===== src/rtl/multicycle_control_fsm.sv =====
// Multicycle instruction sequencer for the RV32 core: steps each instruction through
// fetch/decode/execute/memory/writeback. Optional build macro: MC_CTRL_ILLEGAL_TRAP_EN.
module multicycle_control_fsm #(
  parameter logic [3:0] RESET_STATE = 4'd0
) (
  input  logic       clk,
  input  logic       reset,
  input  logic [6:0] opcode,
  input  logic [2:0] funct3,
  input  logic [2:0] ALU_flags,
  input  logic       mem_ready,
  output logic       mem_req,
  output logic       MemWrite,
  output logic       AdrSrc,
  output logic       IRWrite,
  output logic       PCWrite,
  output logic       RegWrite,
  output logic [2:0] ImmSrc,
  output logic [1:0] ALU_SrcA,
  output logic [1:0] ALU_SrcB,
  output logic [2:0] ALU_op,
  output logic [1:0] Result_src,
  output logic       instr_done,
  output logic       illegal
);

  typedef enum logic [3:0] {
    FETCH    = 4'd0,
    DECODE   = 4'd1,
    MEMADR   = 4'd2,
    MEMREAD  = 4'd3,
    MEMWB    = 4'd4,
    MEMWRITE = 4'd5,
    EXECR    = 4'd6,
    EXECI    = 4'd7,
    ALUWB    = 4'd8,
    BRANCH   = 4'd9,
    JAL      = 4'd10,
    JALR     = 4'd11,
    JALRWB   = 4'd12,
    LUI      = 4'd13
`ifdef MC_CTRL_ILLEGAL_TRAP_EN
    ,
    TRAP     = 4'd14
`endif
  } state_t;

  localparam logic [6:0] OP_LOAD   = 7'b0000011;
  localparam logic [6:0] OP_STORE  = 7'b0100011;
  localparam logic [6:0] OP_RTYPE  = 7'b0110011;
  localparam logic [6:0] OP_ITYPE  = 7'b0010011;
  localparam logic [6:0] OP_BRANCH = 7'b1100011;
  localparam logic [6:0] OP_JAL    = 7'b1101111;
  localparam logic [6:0] OP_JALR   = 7'b1100111;
  localparam logic [6:0] OP_LUI    = 7'b0110111;

  localparam logic [2:0] IMM_I = 3'b000;
  localparam logic [2:0] IMM_S = 3'b001;
  localparam logic [2:0] IMM_B = 3'b010;
  localparam logic [2:0] IMM_J = 3'b011;
  localparam logic [2:0] IMM_U = 3'b100;

  localparam logic [1:0] SRCA_PC    = 2'b00;
  localparam logic [1:0] SRCA_OLDPC = 2'b01;
  localparam logic [1:0] SRCA_REGA  = 2'b10;

  localparam logic [1:0] SRCB_REGB  = 2'b00;
  localparam logic [1:0] SRCB_IMM   = 2'b01;
  localparam logic [1:0] SRCB_FOUR  = 2'b10;

  localparam logic [2:0] ALUOP_ADD  = 3'b000;
  localparam logic [2:0] ALUOP_SUB  = 3'b001;
  localparam logic [2:0] ALUOP_RFN  = 3'b010;
  localparam logic [2:0] ALUOP_IFN  = 3'b011;

  localparam logic [1:0] RES_ALUOUT = 2'b00;
  localparam logic [1:0] RES_DATA   = 2'b01;
  localparam logic [1:0] RES_ALURES = 2'b10;
  localparam logic [1:0] RES_IMM    = 2'b11;

  typedef struct packed {
    logic       mem_req;
    logic       mem_write;
    logic       adr_src;
    logic       ir_write;
    logic       pc_write;
    logic       reg_write;
    logic [2:0] imm_src;
    logic [1:0] src_a;
    logic [1:0] src_b;
    logic [2:0] alu_op;
    logic [1:0] result_src;
    logic       instr_done;
    logic       illegal;
  } ctrl_t;

  state_t r_state;
  state_t w_next_state;
  ctrl_t  w_ctrl;
  ctrl_t  w_out;
  logic   w_taken;

  // NOTE: sequential state uses non-blocking assignment so every flop samples pre-edge values.
  always_ff @(posedge clk) begin
    if (reset) r_state <= state_t'(RESET_STATE);
    else       r_state <= w_next_state;
  end

  always_comb begin
    w_taken = 1'b0;
    case (funct3)
      3'b000:  w_taken =  ALU_flags[0];
      3'b001:  w_taken = ~ALU_flags[0];
      3'b100:  w_taken =  ALU_flags[1];
      3'b101:  w_taken = ~ALU_flags[1];
      3'b110:  w_taken =  ALU_flags[2];
      3'b111:  w_taken = ~ALU_flags[2];
      default: w_taken = 1'b0;
    endcase
  end

  // NOTE: every signal written here gets a default first, so no path can infer a latch.
  always_comb begin
    w_next_state = r_state;
    w_ctrl       = '0;

    case (r_state)
      FETCH: begin
        w_ctrl.mem_req    = 1'b1;
        w_ctrl.src_a      = SRCA_PC;
        w_ctrl.src_b      = SRCB_FOUR;
        w_ctrl.alu_op     = ALUOP_ADD;
        w_ctrl.result_src = RES_ALURES;
        if (mem_ready) begin
          w_ctrl.ir_write = 1'b1;
          w_ctrl.pc_write = 1'b1;
          w_next_state    = DECODE;
        end
      end

      DECODE: begin
        w_ctrl.src_a  = SRCA_OLDPC;
        w_ctrl.src_b  = SRCB_IMM;
        w_ctrl.alu_op = ALUOP_ADD;
        if (opcode == OP_BRANCH)   w_ctrl.imm_src = IMM_B;
        else if (opcode == OP_JAL) w_ctrl.imm_src = IMM_J;
        else                       w_ctrl.imm_src = IMM_I;
        case (opcode)
          OP_LOAD, OP_STORE: w_next_state = MEMADR;
          OP_RTYPE:          w_next_state = EXECR;
          OP_ITYPE:          w_next_state = EXECI;
          OP_BRANCH:         w_next_state = BRANCH;
          OP_JAL:            w_next_state = JAL;
          OP_JALR:           w_next_state = JALR;
          OP_LUI:            w_next_state = LUI;
`ifdef MC_CTRL_ILLEGAL_TRAP_EN
          default:           w_next_state = TRAP;
`else
          default:           w_next_state = FETCH;
`endif
        endcase
      end

      MEMADR: begin
        w_ctrl.src_a   = SRCA_REGA;
        w_ctrl.src_b   = SRCB_IMM;
        w_ctrl.alu_op  = ALUOP_ADD;
        w_ctrl.imm_src = (opcode == OP_STORE) ? IMM_S : IMM_I;
        w_next_state   = (opcode == OP_STORE) ? MEMWRITE : MEMREAD;
      end

      MEMREAD: begin
        w_ctrl.mem_req = 1'b1;
        w_ctrl.adr_src = 1'b1;
        if (mem_ready) w_next_state = MEMWB;
      end

      MEMWB: begin
        w_ctrl.result_src = RES_DATA;
        w_ctrl.reg_write  = 1'b1;
        w_ctrl.instr_done = 1'b1;
        w_next_state      = FETCH;
      end

      MEMWRITE: begin
        w_ctrl.mem_req   = 1'b1;
        w_ctrl.mem_write = 1'b1;
        w_ctrl.adr_src   = 1'b1;
        if (mem_ready) begin
          w_ctrl.instr_done = 1'b1;
          w_next_state      = FETCH;
        end
      end

      EXECR: begin
        w_ctrl.src_a  = SRCA_REGA;
        w_ctrl.src_b  = SRCB_REGB;
        w_ctrl.alu_op = ALUOP_RFN;
        w_next_state  = ALUWB;
      end

      EXECI: begin
        w_ctrl.src_a   = SRCA_REGA;
        w_ctrl.src_b   = SRCB_IMM;
        w_ctrl.imm_src = IMM_I;
        w_ctrl.alu_op  = ALUOP_IFN;
        w_next_state   = ALUWB;
      end

      ALUWB: begin
        w_ctrl.result_src = RES_ALUOUT;
        w_ctrl.reg_write  = 1'b1;
        w_ctrl.instr_done = 1'b1;
        w_next_state      = FETCH;
      end

      BRANCH: begin
        w_ctrl.src_a      = SRCA_REGA;
        w_ctrl.src_b      = SRCB_REGB;
        w_ctrl.alu_op     = ALUOP_SUB;
        w_ctrl.result_src = RES_ALUOUT;
        w_ctrl.pc_write   = w_taken;
        w_ctrl.instr_done = 1'b1;
        w_next_state      = FETCH;
      end

      // ALUOut still holds the target from DECODE; this cycle's OldPC+4 replaces it at the edge.
      JAL: begin
        w_ctrl.src_a      = SRCA_OLDPC;
        w_ctrl.src_b      = SRCB_FOUR;
        w_ctrl.alu_op     = ALUOP_ADD;
        w_ctrl.result_src = RES_ALUOUT;
        w_ctrl.pc_write   = 1'b1;
        w_next_state      = ALUWB;
      end

      JALR: begin
        w_ctrl.src_a      = SRCA_REGA;
        w_ctrl.src_b      = SRCB_IMM;
        w_ctrl.imm_src    = IMM_I;
        w_ctrl.alu_op     = ALUOP_ADD;
        w_ctrl.result_src = RES_ALURES;
        w_ctrl.pc_write   = 1'b1;
        w_next_state      = JALRWB;
      end

      JALRWB: begin
        w_ctrl.src_a      = SRCA_OLDPC;
        w_ctrl.src_b      = SRCB_FOUR;
        w_ctrl.alu_op     = ALUOP_ADD;
        w_ctrl.result_src = RES_ALURES;
        w_ctrl.reg_write  = 1'b1;
        w_ctrl.instr_done = 1'b1;
        w_next_state      = FETCH;
      end

      LUI: begin
        w_ctrl.imm_src    = IMM_U;
        w_ctrl.result_src = RES_IMM;
        w_ctrl.reg_write  = 1'b1;
        w_ctrl.instr_done = 1'b1;
        w_next_state      = FETCH;
      end

`ifdef MC_CTRL_ILLEGAL_TRAP_EN
      TRAP: begin
        w_ctrl.illegal = 1'b1;
        w_next_state   = TRAP;
      end
`endif

      default: w_next_state = FETCH;
    endcase
  end

  // Reset forces every output low in the same cycle, abandoning any pending access.
  assign w_out = reset ? '0 : w_ctrl;

  assign mem_req    = w_out.mem_req;
  assign MemWrite   = w_out.mem_write;
  assign AdrSrc     = w_out.adr_src;
  assign IRWrite    = w_out.ir_write;
  assign PCWrite    = w_out.pc_write;
  assign RegWrite   = w_out.reg_write;
  assign ImmSrc     = w_out.imm_src;
  assign ALU_SrcA   = w_out.src_a;
  assign ALU_SrcB   = w_out.src_b;
  assign ALU_op     = w_out.alu_op;
  assign Result_src = w_out.result_src;
  assign instr_done = w_out.instr_done;
  assign illegal    = w_out.illegal;

endmodule


===== config.mk =====
export PLATFORM = sky130hd
export DESIGN_NAME = multicycle_control_fsm
export DESIGN_NICKNAME = d
export VERILOG_FILES = /design/src/rtl/multicycle_control_fsm.sv
export SDC_FILE = /design/constraint.sdc
export NUM_CORES = 1
export LEC_CHECK = 0
export CAP_MARGIN = 20
export CORE_MARGIN = 2
export CORE_UTILIZATION = 35
export DETAILED_ROUTE_END_ITERATION = 12
export PLACE_DENSITY_LB_ADDON = 0.05
export SLEW_MARGIN = 20
export SYNTH_ARGS = -nofsm -noshare
export SYNTH_HDL_FRONTEND = slang
export SYNTH_SLANG_ARGS = --single-unit

===== constraint.sdc =====
create_clock -name clk -period 1.9 [get_ports clk]
set_clock_uncertainty 0.1 [all_clocks]
set_input_delay 0.38 -clock clk [delete_from_list [all_inputs] [get_ports clk]]
set_output_delay 0.38 -clock clk [all_outputs]
set_load 0.05 [all_outputs]

# Word level (Yosys, flattened, before mapping)
# Cells that the tools add are included.
[op_classes] muxes=23 n_eq_ne=29 div_mod_pow=0 n_mul=0 n_shift=0 reduce_logical=13 magnitude_cmp=0 add_sub_neg=0 n_bitwise=3
[ops] cell="4-bit case mux with 7 select lines" count=2
[ops] cell="7-bit case mux with 7 select lines" count=1
[ops] cell="4-bit == test, second input constant" count=6
[ops] cell="7-bit by 6-bit == test with 1-bit output, second input constant" count=3
[ops] cell="7-bit == test, second input constant" count=3
[ops] cell="20-bit two-way mux" count=1
[ops] cell="4-bit by 3-bit == test with 1-bit output, second input constant" count=4
[ops] cell="3-bit == test, second input constant" count=4
[ops] cell="4-bit two-way mux" count=3
[ops] cell="2-bit OR reduction" count=5
[ops] cell="3-bit case mux with 3 select lines" count=1
[ops] cell="3-bit OR reduction" count=3
[ops] cell="4-bit by 2-bit == test with 1-bit output, second input constant" count=2
[ops] cell="7-bit by 2-bit == test with 1-bit output, second input constant" count=1
[ops] cell="7-bit by 5-bit == test with 1-bit output, second input constant" count=1
[ops] cell="1-bit two-way mux" count=7
[ops] cell="2-bit two-way mux" count=3
[ops] cell="2-bit != test, second input constant" count=3
[ops] cell="1-bit case mux with 6 select lines" count=1
[ops] cell="2-bit case mux with 3 select lines" count=1
[ops] cell="5-bit OR reduction" count=1
[ops] cell="4-bit by 1-bit == test with 1-bit output, second input constant" count=1
[ops] cell="4-bit zero test" count=1
[ops] cell="4-bit OR reduction" count=1
[ops] cell="other kinds (7)" count=9
[word_totals] rom_bits=0 mem_bits_rw=0 regBits=4 out_inout_bits=20 latchBits=0 in_bits=16 n_memories=0 word_cells=69

# Depth between registers and ports, before layout
# Gate-level depths: netlist of run 1.
[logic_depth] depth_word=5 ltp_mapped=6 mapped_depth_nobuf=4

# Least setup slack after synthesis of run 1
# Ideal clock, no wire load.
[synth_timing] kind="input -> output" startpoint="input port reset" endpoint="output port PCWrite" slack_ns=-1.471 arrival_time_ns=2.891 n_path_buf=1 required_ns=1.420 path_stages=5 cell_sequence="clkbuf_1 -> nor2_1 -> nor4b_1 -> a31oi_1 -> o41ai_1"
[synth_between] elab_chain_cells=1
[synth_lines] item="from (decl)" line="7" source="input logic reset,"
[synth_lines] item="20-bit two-way mux" line="277" source="assign w_out = reset ? '0 : w_ctrl;"
[synth_lines] item="to (decl)" line="16" source="output logic PCWrite,"
# No other way between the ends.

# Final worst setup path of run 1
[layout_timing] startpoint="register r_state[2]" endpoint="output port ImmSrc[0]"
[layout_between] elab_chain_cells=3 elab_cells_between_ends=5 classes_between="eq/ne: 3; mux: 2"
[layout_lines] item="from (decl)" line="97" source="state_t r_state;"
[layout_lines] item="from (signal assigned)" line="105" source="if (reset) r_state <= state_t'(RESET_STATE);"
[layout_lines] item="from (signal assigned)" line="106" source="else r_state <= w_next_state;"
[layout_lines] item="4-bit == test (tied with other cells)" line="127" source="case (r_state)"
[layout_lines] item="3-bit case mux with 3 select lines *" line="127"
[layout_lines] item="20-bit two-way mux *" line="277"
[layout_lines] item="to (decl)" line="18" source="output logic [2:0] ImmSrc,"
# Mark *: on every way between the ends. The rest lies on a longest branch, timed or not.

==> out/results.ini, run 1 <==
[cts]
clock-sinks=4
root_buffer=clkbuf_4
htreeDepth=1
cts_made_buffers=3
cts_tree=done
clockBufferDepth=2
clk_pin_slew_ns=0.05
clock_latency_ns=0.26

[sta]
min_period_ns=2.27
finalCritPeriodShare_pct=120
rsz0062_at_grt=yes
tns_ns=-4.28
hold_viol=0
report.final.slew_viol_count=0
setup_viol=19
setup_ws_ns=-0.371
max_freq_ghz=0.440

[floorplanning]
start_util_pct=36.6
dieArea_mm2=0.00269
core_mm2=0.00219
row_count=17
dieHeight_um=51.9
ios=36
die_w_um=51.9

[route]
wl_per_cell_um=24.1
viasPerCell=6.04
drc=0
vias=1322
detail_route.first_pass.iterations=4
antenna_left=0
wl_mm=5.27
drtIter0Drc=44

[finish]
largest_reg_flops=4
stdcell_area_mm2=0.00207
nNetsFinal=209
drive_above_1_share_pct=69.1
fin_cells=219
area_delta_synth_final_pct=158
top_register=r_state
n_fill_cell=57
top_regs=r_state: 4 flops
n_antenna_cell=0

[worst_setup_path]
critical_path_class=reg -> out
worstPathRequired_ns=1.42
cp_max_fo=3
critPathLaunchType=flip-flop
arrival_ns=1.79
end_kind=output port

[yosys]
yosysTopAreaCellShare_pct=9.98
yosysSeqAreaShare_pct=9.98
ys.flop_type=dfxtp_1
synth_area_leader_cell=dfxtp_1
syn_area_per_cell_um2=6.97
synth_edf_count=0
syn_inst=115
synth.distinct_cells=44
yosys-top-cells-area=dfxtp_1 10%, nand2b_1 8.6%, mux2i_1 5.0%, nor3_1 5.0%, a21oi_1 4.4%
synth.most_common_cell=nand2b_1
ys_seq_elements=4
ys_top_cells_by_count=11 x nand2b_1, 8 x nor2_1, 8 x nor3_1, 7 x a21oi_1
synthArstFlopShare_pct=0
yosysWarnings=0
synth_area_um2=802

[global_route]
gr-total-overflow=0
grt_pass1_vias=1408
grt_max_degree=18
grt_usage_pct=34.6
antenna_found_initial=0
grt_pass1_wl_mm=6.76

[placement]
port_buffers=33
placed_cell_area_mm2=0.00177
place_hpwl_mm=2.52
dp.cells=204
gp_congestion=0.866

[run]
max_cap_violations=0

[outcome]
status=finished with violations
violations=setup timing

[worst_hold_path]
min_path_type=in -> reg

[pwr]
irDropWorstVdd_mv=0.230
powerDensity_mw_per_mm2=257
power.leakage_nw=0.858

logic make-up (layout without fill, tap and decap cells):
| family | Yosys count | after routing | share of synthesized area, % |
|---|---|---|---|
| compound gates | 30 | 30 | 27.6 |
| flops | 4 | 4 | 9.98 |
| mux | 5 | 5 | 6.40 |
| buf+inv | 15 | 90 | 9.20 |
| simple gates | 54 | 54 | 39.8 |
| xor+xnor | 6 | 6 | 6.55 |
| other cells | 1 | 2 | 0.468 |
timing repair:
action | in CTS | in global routing
cloned | 0 | 0
buffers inserted | 13 | 0
hold buffers | 0 | 0
pin swaps | 17 | 11
setup endpoints to repair | 18 | 19
resized for setup | 48 | 34
cells in the final DEF (no fill, tap or decap), types with 2 or more instances in the layout:
cell / instances
nor3_4: 5
nor2_1: 4
a21oi_1: 3
nor2_4: 4
a31oi_2: 2
mux2i_1: 2
nor3b_2: 3
nor3_2: 2
or3_4: 2
dfxtp_2: 3
nand2b_1: 8
mux2i_2: 2
buf_12: 19
nand2_1: 4
buf_6: 12
a22oi_1: 2
xor2_1: 2
o22a_1: 2
clkbuf_2: 6
clkdlybuf4s15_1: 2
nand3b_1: 2
buf_4: 39
a211oi_4: 3
a21oi_2: 4
dlygate4sd2_1: 5
conb_1: 2
clkbuf_4: 3
nor2b_1: 4
nand4_1: 2
o21ai_1: 3
nand2b_4: 3
power by group:
| part | internal (mW) | switching, mW | leakage [nW] | total, mW |
|---|---|---|---|---|
| clock | 0.0718 | 0.0512 | 0.0138 | 0.123 |
| combinational | 0.146 | 0.176 | 0.810 | 0.322 |
| sequential | 0.0850 | 0.00280 | 0.0346 | 0.0878 |
| total | 0.303 | 0.230 | 0.858 | 0.533 |
final timing paths:
| path | endpoint | slack [ns] | depth (start not counted) | from |
|---|---|---|---|---|
| hold reg to reg | r_state[3] | 0.62 | 3 | r_state[1] |
| hold / removal | r_state[0] | 0.39 | 3 | opcode[1] |
| setup reg to reg | r_state[3] | 0.18 | 4 | r_state[2] |
| setup / recovery | ImmSrc[0] | -0.37 | 5 | r_state[2] |
metal layers:
| layer | share of wire [%] | up-vias | GRT usage, % |
|---|---|---|---|
| li1 | - | 573 | - |
| met4 | 6.2 | 0 | 15.4 |
| met2 | 51 | 93 | 62.7 |
| met3 | 6.6 | 34 | 5.17 |
| met1 | 36 | 622 | 39.6 |
| met5 | 0 | - | 0 |
cell type report:
type | count | area [um^2] | share of cell area, %
Multi-Input combinational cell | 97 | 992 | 47.9
Timing Repair Buffer | 85 | 927 | 44.7
Sequential cell | 4 | 87.6 | 4.23
Tap cell | 28 | 35.0 | 1.69
Clock buffer | 3 | 22.5 | 1.09
Inverter | 2 | 7.51 | 0.362
per-stage QoR:
step	setup WS, ns	utilization [%]	hold slack (ns)	total power, mW
after CTS	-0.346	91.8	0.489	0.487
after floorplan	-0.328	-	0.433	0.238
after global placement	-0.483	80.9	0.590	0.360
after detailed placement	-0.555	80.9	0.623	0.366
after global routing	-0.417	94.6	0.382	0.552
final	-0.371	94.6	0.388	0.533
worst max-delay path, stage by stage, from the launching register on:
cell and delay, ns:
dfxtp_2 0.33, nand2b_4 0.14, or3_4 0.37, or2_4 0.25, a221oi_4 0.26, buf_12 0.17
Power figures use the tool's default switching activity.
==> inputs of run 2 (changes only) <==
--- a/config.mk
+++ b/config.mk
@@ -6,7 +6,7 @@
 export NUM_CORES = 1
 export LEC_CHECK = 0
 export CAP_MARGIN = 20
-export CORE_MARGIN = 2
+export CORE_ASPECT_RATIO = 1.25
 export CORE_UTILIZATION = 35
 export DETAILED_ROUTE_END_ITERATION = 12
 export PLACE_DENSITY_LB_ADDON = 0.05
==> run 2 against run 1 <==
Critical path type unchanged. Sequential share of layout area increased by 0.33 points. The flow still finishes with violations (setup timing). Register-to-register slack better by 0.02 ns. Power shrank 8.3%. Worst hold slack improved by 0.14 ns. Final area fell by 5.9%. First-iteration DRC count down 30%. Clock-buffer cell count unchanged. Combinational power fell by 8.7%. Critical endpoint unchanged. Fmax is 0.74% higher. Routed wire length decreased by 28%. Critical path depth unchanged. Largest cell class unchanged. Sequential power fell by 0.5%.
==> out/results.ini, run 2 (same netlist as run 1, synthesis figures left out) <==
[finish]
nNetsFinal=196
largest_reg_flops=4
regArea_um2=88.8
utilization_pct=89.1
top_register=r_state
layout_commonest_cell=buf_4
area_delta_synth_final_pct=143
n_fill_cell=114
multiInputGateArea_um2=983
layout_common_cells=33 x buf_4, 18 x buf_12, 10 x dlygate4sd2_1
n_antenna_cell=0
top_regs=r_state: 4 flops
drive_above_1_share_pct=61.8

[sta]
setup_ws_ns=-0.354
report.final.slew_viol_count=0
finalCritPeriodShare_pct=119
hold_viol=0
setup_viol=13
rsz0062_at_grt=yes
min_period_ns=2.25
whs_ns=0.523
max_freq_ghz=0.444

[worst_setup_path]
r2r_end=r_state[3]
critPathLaunchType=flip-flop
regToRegStartpoint=r_state[2]
cp_max_fo=21
worst-r2r-cell-count=4
slowest_stage=dfxtp_2
crit_path_max_incr_delay_ns=0.32
critical_path_class=reg -> out
r2r_slack_ns=0.20
end_kind=output port
arrival_ns=1.77
worstPathCellList=buf_6 > nor3_1 > nand4_1 > a221oi_4 > buf_12
worstPathRequired_ns=1.42

[worst_hold_path]
hp-start=opcode[1]
whs_path_depth=3
min_path_type=in -> reg
hold_end=r_state[0]

[global_route]
grt_max_degree=22
grt_usage_pct=33.2
gr-total-overflow=0
antenna_found_initial=0
grt_pass1_wl_mm=6.10
grt_pass1_vias=1240

[floorplanning]
row_count=19
dieHeight_um=55.5
die_w_um=44.8
start_util_pct=36.7
core_mm2=0.00219
ios=36
dieArea_mm2=0.00249

[pwr]
power_frac_seq_pct=17.9
comb_power_share_pct=60.1
intPower_mw=0.291
power_frac_clock_pct=22.1
switchingPower_mw=0.197
powerDensity_mw_per_mm2=251
swShare_pct=40.4
irDropWorstVdd_mv=0.387
power.leakage_nw=0.789

[placement]
port_buffers=33
place_hpwl_mm=2.20
gp_congestion=0.894

[cts]
clockBufferDepth=2
clock-sinks=4
clk_pin_slew_ns=0.04
root_buffer=clkbuf_4
cts.hold.buffers_added=0
cts_tree=done
htreeDepth=1
clock_latency_ns=0.23
cts_made_buffers=3

[route]
wl_per_cell_um=18.1
detail_route.first_pass.iterations=4
wl_mm=3.78
vias=1195
drtIter0Drc=31
drc=0
antenna_left=0
viasPerCell=5.72

[run]
max_cap_violations=0

[outcome]
status=finished with violations
violations=setup timing

[run 2: through the flow]
stage               total power [mW]  setup TNS [ns]  worst slack (ns)  area [um^2]  instances
finish                         0.489           -2.08            -0.354         1950        209
global route                   0.507           -2.87            -0.348         1950        209
CTS                            0.472           -2.01            -0.282         1930        212
detailed placement             0.357           -3.06            -0.595         1720        201
global placement               0.352           -2.68            -0.499         1720        201
floorplan                      0.238           -1.32            -0.328          998        116
[run 2: worst max-delay path, delay by kind of cell (launching register included)]
family                 cells  cell delay (ns)
and+or+nand+nor            2             0.56
buffers and inverters      2             0.35
DFF                        1             0.32
AOI/OAI and AO/OA          1             0.31
[run 2: cell type report]
type	instances	area share, %
Sequential cell	4	4.56
Multi-Input combinational cell	97	50.4
Timing Repair Buffer	72	41.5
Tap cell	31	1.99
Clock buffer	3	1.16
Inverter	2	0.385
[run 2: how the worst max path moves through the flow]
stage                           from   endpoint
final                     r_state[2]  ImmSrc[0]
after global routing      r_state[2]  ImmSrc[0]
after CTS                 r_state[2]  ImmSrc[0]
after detailed placement   opcode[5]  ImmSrc[0]
after global placement     opcode[5]  ImmSrc[0]
after floorplan                reset    PCWrite
[run 2: per-layer routing]
metal  GRT usage (%)  up-vias  wire length, um
met1            37.1      578             1410
li1                -      540                -
met3            3.27       14              136
met2            60.1       63             2090
met4            14.7        0              141
met5               0        -                0
[run 2: power groups by stage]
stage	Combinational (mW)	Clock, mW	Sequential [mW]
floorplan	0.149	0	0.0880
global placement	0.263	0	0.0894
detailed placement	0.267	0	0.0896
CTS	0.277	0.107	0.0877
global route	0.306	0.113	0.0875
finish	0.294	0.108	0.0874
[run 2: what timing repair did]
action	in CTS	in global routing
setup endpoints to repair	18	19
resized for setup	49	12
pin swaps	14	5
setup buffers	8	0
cloned	0	0
endpoints found under the hold margin	0	0
==> inputs of run 3 (changes only) <==
--- a/config.mk
+++ b/config.mk
@@ -7,7 +7,9 @@
 export LEC_CHECK = 0
 export CAP_MARGIN = 20
 export CORE_ASPECT_RATIO = 1.25
+export CORE_MARGIN = 10
 export CORE_UTILIZATION = 35
+export CTS_CLUSTER_DIAMETER = 40
 export DETAILED_ROUTE_END_ITERATION = 12
 export PLACE_DENSITY_LB_ADDON = 0.05
 export SLEW_MARGIN = 20
==> constraint.sdc (replaced) <==
create_clock -name clk -period 2.5 [get_ports clk]
set_clock_uncertainty 0.1 [all_clocks]
set_input_delay 0.5 -clock clk [delete_from_list [all_inputs] [get_ports clk]]
set_output_delay 0.5 -clock clk [all_outputs]
set_load 0.05 [all_outputs]
==> run 3 against run 2 <==
The flow now finishes without violations. Highest routed layer unchanged. Largest power group unchanged. Die area is 86% higher. Global-route usage fell by 19 points. Register-to-register slack improved by 0.63 ns.
==> out/results.ini, run 3 (same netlist as run 1, synthesis figures left out) <==
[outcome]
status=finished clean

[pwr]
power.leakage_nw=0.708
irDropWorstVdd_mv=0.238
finalPower_mw=0.343
powerDensity_mw_per_mm2=205

[run]
max_cap_violations=0

[floorplanning]
core_mm2=0.00219
die_w_um=62.8
row_count=19
dieArea_mm2=0.00462
start_util_pct=36.7
ios=36
dieHeight_um=73.5

[route]
detail_route.first_pass.iterations=4
wl_mm=3.16
antenna_left=0
vias=1112
drc=0
viasPerCell=5.50
drtIter0Drc=23
wl_per_cell_um=15.7

[finish]
top_register=r_state
layout_common_cells=30 x buf_4, 17 x buf_12, 11 x nand2b_1, 7 x nor2_1
nNetsFinal=189
largest_reg_flops=4
utilization_pct=76.7
layout_commonest_cell=buf_4
area_delta_synth_final_pct=109
drive_above_1_share_pct=46.2
n_antenna_cell=0
top_regs=r_state: 4 flops

[sta]
tns_ns=0
rsz0062_at_grt=no
setup_viol=0
report.final.slew_viol_count=0
finalCritPeriodShare_pct=97.7
min_period_ns=2.44
max_freq_ghz=0.409
hold_viol=0
setup_ws_ns=0.0570

[global_route]
antenna_found_initial=0
grt_max_degree=23
gr-total-overflow=0
grt_pass1_vias=1218
grt_pass1_wl_mm=5.35
grt_usage_pct=14.0

[placement]
place_hpwl_mm=2.40
port_buffers=33
gp_congestion=0.844
pre_cts_slack_ns=-0.226

[cts]
clock_latency_ns=0.24
cts_tree=done
clock-sinks=4
clockBufferDepth=2
cts_made_buffers=3
cts.hold.buffers_added=0
clk_pin_slew_ns=0.04
htreeDepth=1
root_buffer=clkbuf_4

[worst_setup_path]
slowest_stage=or3_4
worstPathCellList=nand2b_1 > or3_4 > or2_1 > a221oi_2 > buf_12
r2r_slack_ns=0.83
cp.buffers_inverters=1
cp_max_fo=3
critPathLaunchType=flip-flop
end_kind=output port
worstPathRequired_ns=1.90
critPathTopFamily=simple AND/OR/NAND/NOR gates
setup.worst_path.start=r_state[2]
crit_path_max_incr_delay_ns=0.38
critical_path_class=reg -> out
arrival_ns=1.84
regToRegStartpoint=r_state[1]

[worst_hold_path]
hp-start=r_state[3]
min_path_type=reg -> reg

run 3: cell type report:
cell class                      instances  area (um^2)
Multi-Input combinational cell         97          764
Sequential cell                         4         80.1
Inverter                                2         7.51
Fill cell                             169          510
Clock buffer                            3         22.5
Timing Repair Buffer                   65          763
Tap cell                               31         38.8
run 3: where the power goes:
| part | leakage, nW | switching (mW) | internal, mW | total, mW |
|---|---|---|---|---|
| sequential | 0.0325 | 0.00153 | 0.0654 | 0.0670 |
| clock | 0.0138 | 0.0284 | 0.0538 | 0.0823 |
| combinational | 0.662 | 0.0991 | 0.0949 | 0.194 |
run 3: repair_timing:
action / 4_1_cts / 5_1_grt
gates resized for setup: 19 / 14
buffers inserted: 11 / 0
pin swaps: 9 / 6
setup endpoints to repair: 3 / 5
run 3: worst paths after layout:
kind,endpoint,cells after the start
setup / recovery,ImmSrc[0],5
hold / removal,r_state[3],2
setup reg to reg,r_state[3],4
hold reg to reg,r_state[3],2
run 3: stage by stage:
step,std cells,area [um^2],hold slack [ns]
floorplan,116,860,0.518
CTS,202,1650,0.569
global placement,188,1500,0.521
detailed placement,188,1500,0.561
finish,202,1680,0.615
global route,202,1680,0.655
run 3: metal layers:
layer  up-vias  wire length [um]  GRT usage, %
met5         -                 0             0
met4         0               107          7.96
met3        12               166          3.34
met2        43              1690          26.6
met1       528              1200          13.6
li1        529                 -             -
run 3: worst register-to-register path, stage by stage (launching register included):
cell and delay, ns:
dfxtp_1 0.30, buf_4 0.21, or4_4 0.58, buf_4 0.16, o32ai_2 0.24
==> RTL edit 1: new RTL, settings of run 1 <==
Build with the macro `MC_CTRL_ILLEGAL_TRAP_EN` defined.
--- a/src/rtl/multicycle_control_fsm.sv
+++ b/src/rtl/multicycle_control_fsm.sv
@@ -1,4 +1,6 @@
 // Multicycle instruction sequencer for the RV32 core: steps each instruction through
 // fetch/decode/execute/memory/writeback. Optional build macro: MC_CTRL_ILLEGAL_TRAP_EN.
+`define MC_CTRL_ILLEGAL_TRAP_EN
+
 module multicycle_control_fsm #(
   parameter logic [3:0] RESET_STATE = 4'd0
Check against the original RTL: not equivalent (a bounded check fails within 4 cycles, from zero or initial values and one cycle with reset high).
==> RTL edit 1 against run 1 <==
The run now fails in 4_1_cts; area after synthesis rose by 2.5%.
==> RTL edit 1: results (changes against run 1) <==
[clocking]
cts-root-buf=clkbuf_4
cts-htree-levels=1  ; unchanged
cts_buffer_depth=2  ; unchanged
cts-buffers-inserted=3  ; unchanged
cts_resized=80  ; +67%
cts_sinks=4  ; unchanged
cts_setup_buffers=25  ; +12

[synth]
synth_cell_types=43  ; -2.3%
postSynth.asyncResetShare_pct=0  ; unchanged
synth_commonest_cells=16 x nand2_1, 13 x nor2_1, 13 x nor3_1, 12 x a21oi_1, 7 x nor2b_1
synth_warnings=0  ; unchanged
ys_seq_area_share_pct=9.74  ; -0.24 points
synthFlopType=dfxtp_1
synth.area.top_cells=dfxtp_1 9.7%, nor3_1 7.9%, a21oi_1 7.3%
synth_nets=149

[place]
globalplace.congestion=0.956  ; +10%
hpwl_mm=2.83  ; +12%
portBuffers=34  ; +3.0%

[status]
firstError=[ERROR DPL-0038] Utilization greater than 100%, impossible to legalize
lastStage=4_1_cts
status=aborted with a tool error

-- RTL edit 1: cell types whose count changed after synthesis, moves of 3 or more --
| cell | before | now |
|---|---|---|
| a21oi_1 | 7 | 12 |
| buf_1 | 3 | 0 |
| clkbuf_1 | 2 | 5 |
| inv_1 | 2 | 6 |
| mux2i_1 | 4 | 1 |
| nand2_1 | 5 | 16 |
| nand2b_1 | 11 | 4 |
| nor2_1 | 8 | 13 |
| nor3_1 | 8 | 13 |
| nor3b_1 | 4 | 1 |
| nor4_1 | 0 | 3 |
| o21ai_0 | 0 | 4 |
| o21ai_1 | 3 | 0 |
-- RTL edit 1: stage by stage --
stage | cells | worst slack (ps) | TNS [ps] | cell area, um^2 | hold WS [ps]
floorplan | 133 | -391 | -989 | 997 | 479
global placement | 228 | -546 | -3270 | 1850 | 716
detailed placement | 228 | -587 | -3840 | 1850 | 739
-- RTL edit 1: kinds of logic after synthesis --
| logic type | after synthesis | synth area share [%] |
|---|---|---|
| mux | 2 | 2.59 |
| flops | 4 | 9.74 |
| simple gates | 69 | 43.5 |
| compound gates | 33 | 26.3 |
| buf+inv | 18 | 11.0 |
| other cells | 1 | 0.456 |
| xor+xnor | 6 | 6.39 |
==> RTL edit 2: new RTL, settings of run 1 <==
Without the edit above. Make the reset (`reset`) asynchronous in one clocked block.
--- a/src/rtl/multicycle_control_fsm.sv
+++ b/src/rtl/multicycle_control_fsm.sv
@@ -102,5 +102,5 @@
 
   // NOTE: sequential state uses non-blocking assignment so every flop samples pre-edge values.
-  always_ff @(posedge clk) begin
+  always_ff @(posedge clk or posedge reset) begin
     if (reset) r_state <= state_t'(RESET_STATE);
     else       r_state <= w_next_state;
Function: no difference found for any inputs over 10 cycles, from zero or initial values and one cycle with reset high; that may be too few to reach the edited logic, so the function may still have changed.
==> RTL edit 2 against run 1 <==
The flow now stops in 4_1_cts; area after synthesis rose by 3.0%.
==> RTL edit 2: results (changes against run 1) <==
[place]
dpl-instance-area_um2=1770  ; -0.14%
hpwl_mm=2.53  ; +0.42%
placedCellCount=206  ; +0.98%
globalplace.congestion=0.847  ; -2.2%
portBuffers=33  ; unchanged

[clocking]
cts_buffer_depth=2  ; unchanged
cts-root-buf=clkbuf_4
cts-buffers-inserted=3  ; unchanged
cts_resized=69  ; +44%
ctsHoldBuffers=0  ; unchanged
cts_sinks=4  ; unchanged
cts_setup_buffers=17  ; +4
cts-htree-levels=1  ; unchanged

[status]
lastStage=4_1_cts
firstError=[ERROR DPL-0038] Utilization greater than 100%, impossible to legalize
status=aborted with a tool error

[synth]
synth.area.top_cells=dfrtp_1 12%, a21oi_1 5.5%, nor3_1 5.5%
postSynth.asyncResetShare_pct=100  ; +100 points
synth_warnings=0  ; unchanged
synth_area_per_cell_um2=6.71  ; -3.7%
synth_commonest_cells=11 x nor2_1, 9 x a21oi_1, 9 x nor3_1, 7 x clkbuf_1, 7 x nor2b_1
synth_cells=123  ; +7.0%
synthFlopType=dfrtp_1
synth_cell_types=43  ; -2.3%
ys_seq_area_share_pct=12.1  ; +2.1 points

-- RTL edit 2: changes by cell type after synthesis, moves of 3 or more --
cell	change
buf_2	-4
clkbuf_1	+5
dfrtp_1	+4
dfxtp_1	-4
nand2b_1	-7
nand3_1	+4
nor2_1	+3
nor4_1	+3
o21ai_0	+5
-- RTL edit 2: kinds of logic after synthesis --
family          count (synthesis)  share of synthesized area, %
compound gates                 30                          23.5
xor+xnor                        6                          6.36
buf+inv                        15                          7.88
flops                           4                          12.1
mux                             3                          3.79
other cells                     1                         0.454
simple gates                   64                          45.9
-- RTL edit 2: through the flow --
step | hold WS, ps | util, % | setup WS [ps] | TNS [ps]
detailed placement | 459 | 80.0 | -651 | -4620
global placement | 428 | 80.0 | -602 | -4030
floorplan | 42.8 | - | -302 | -877
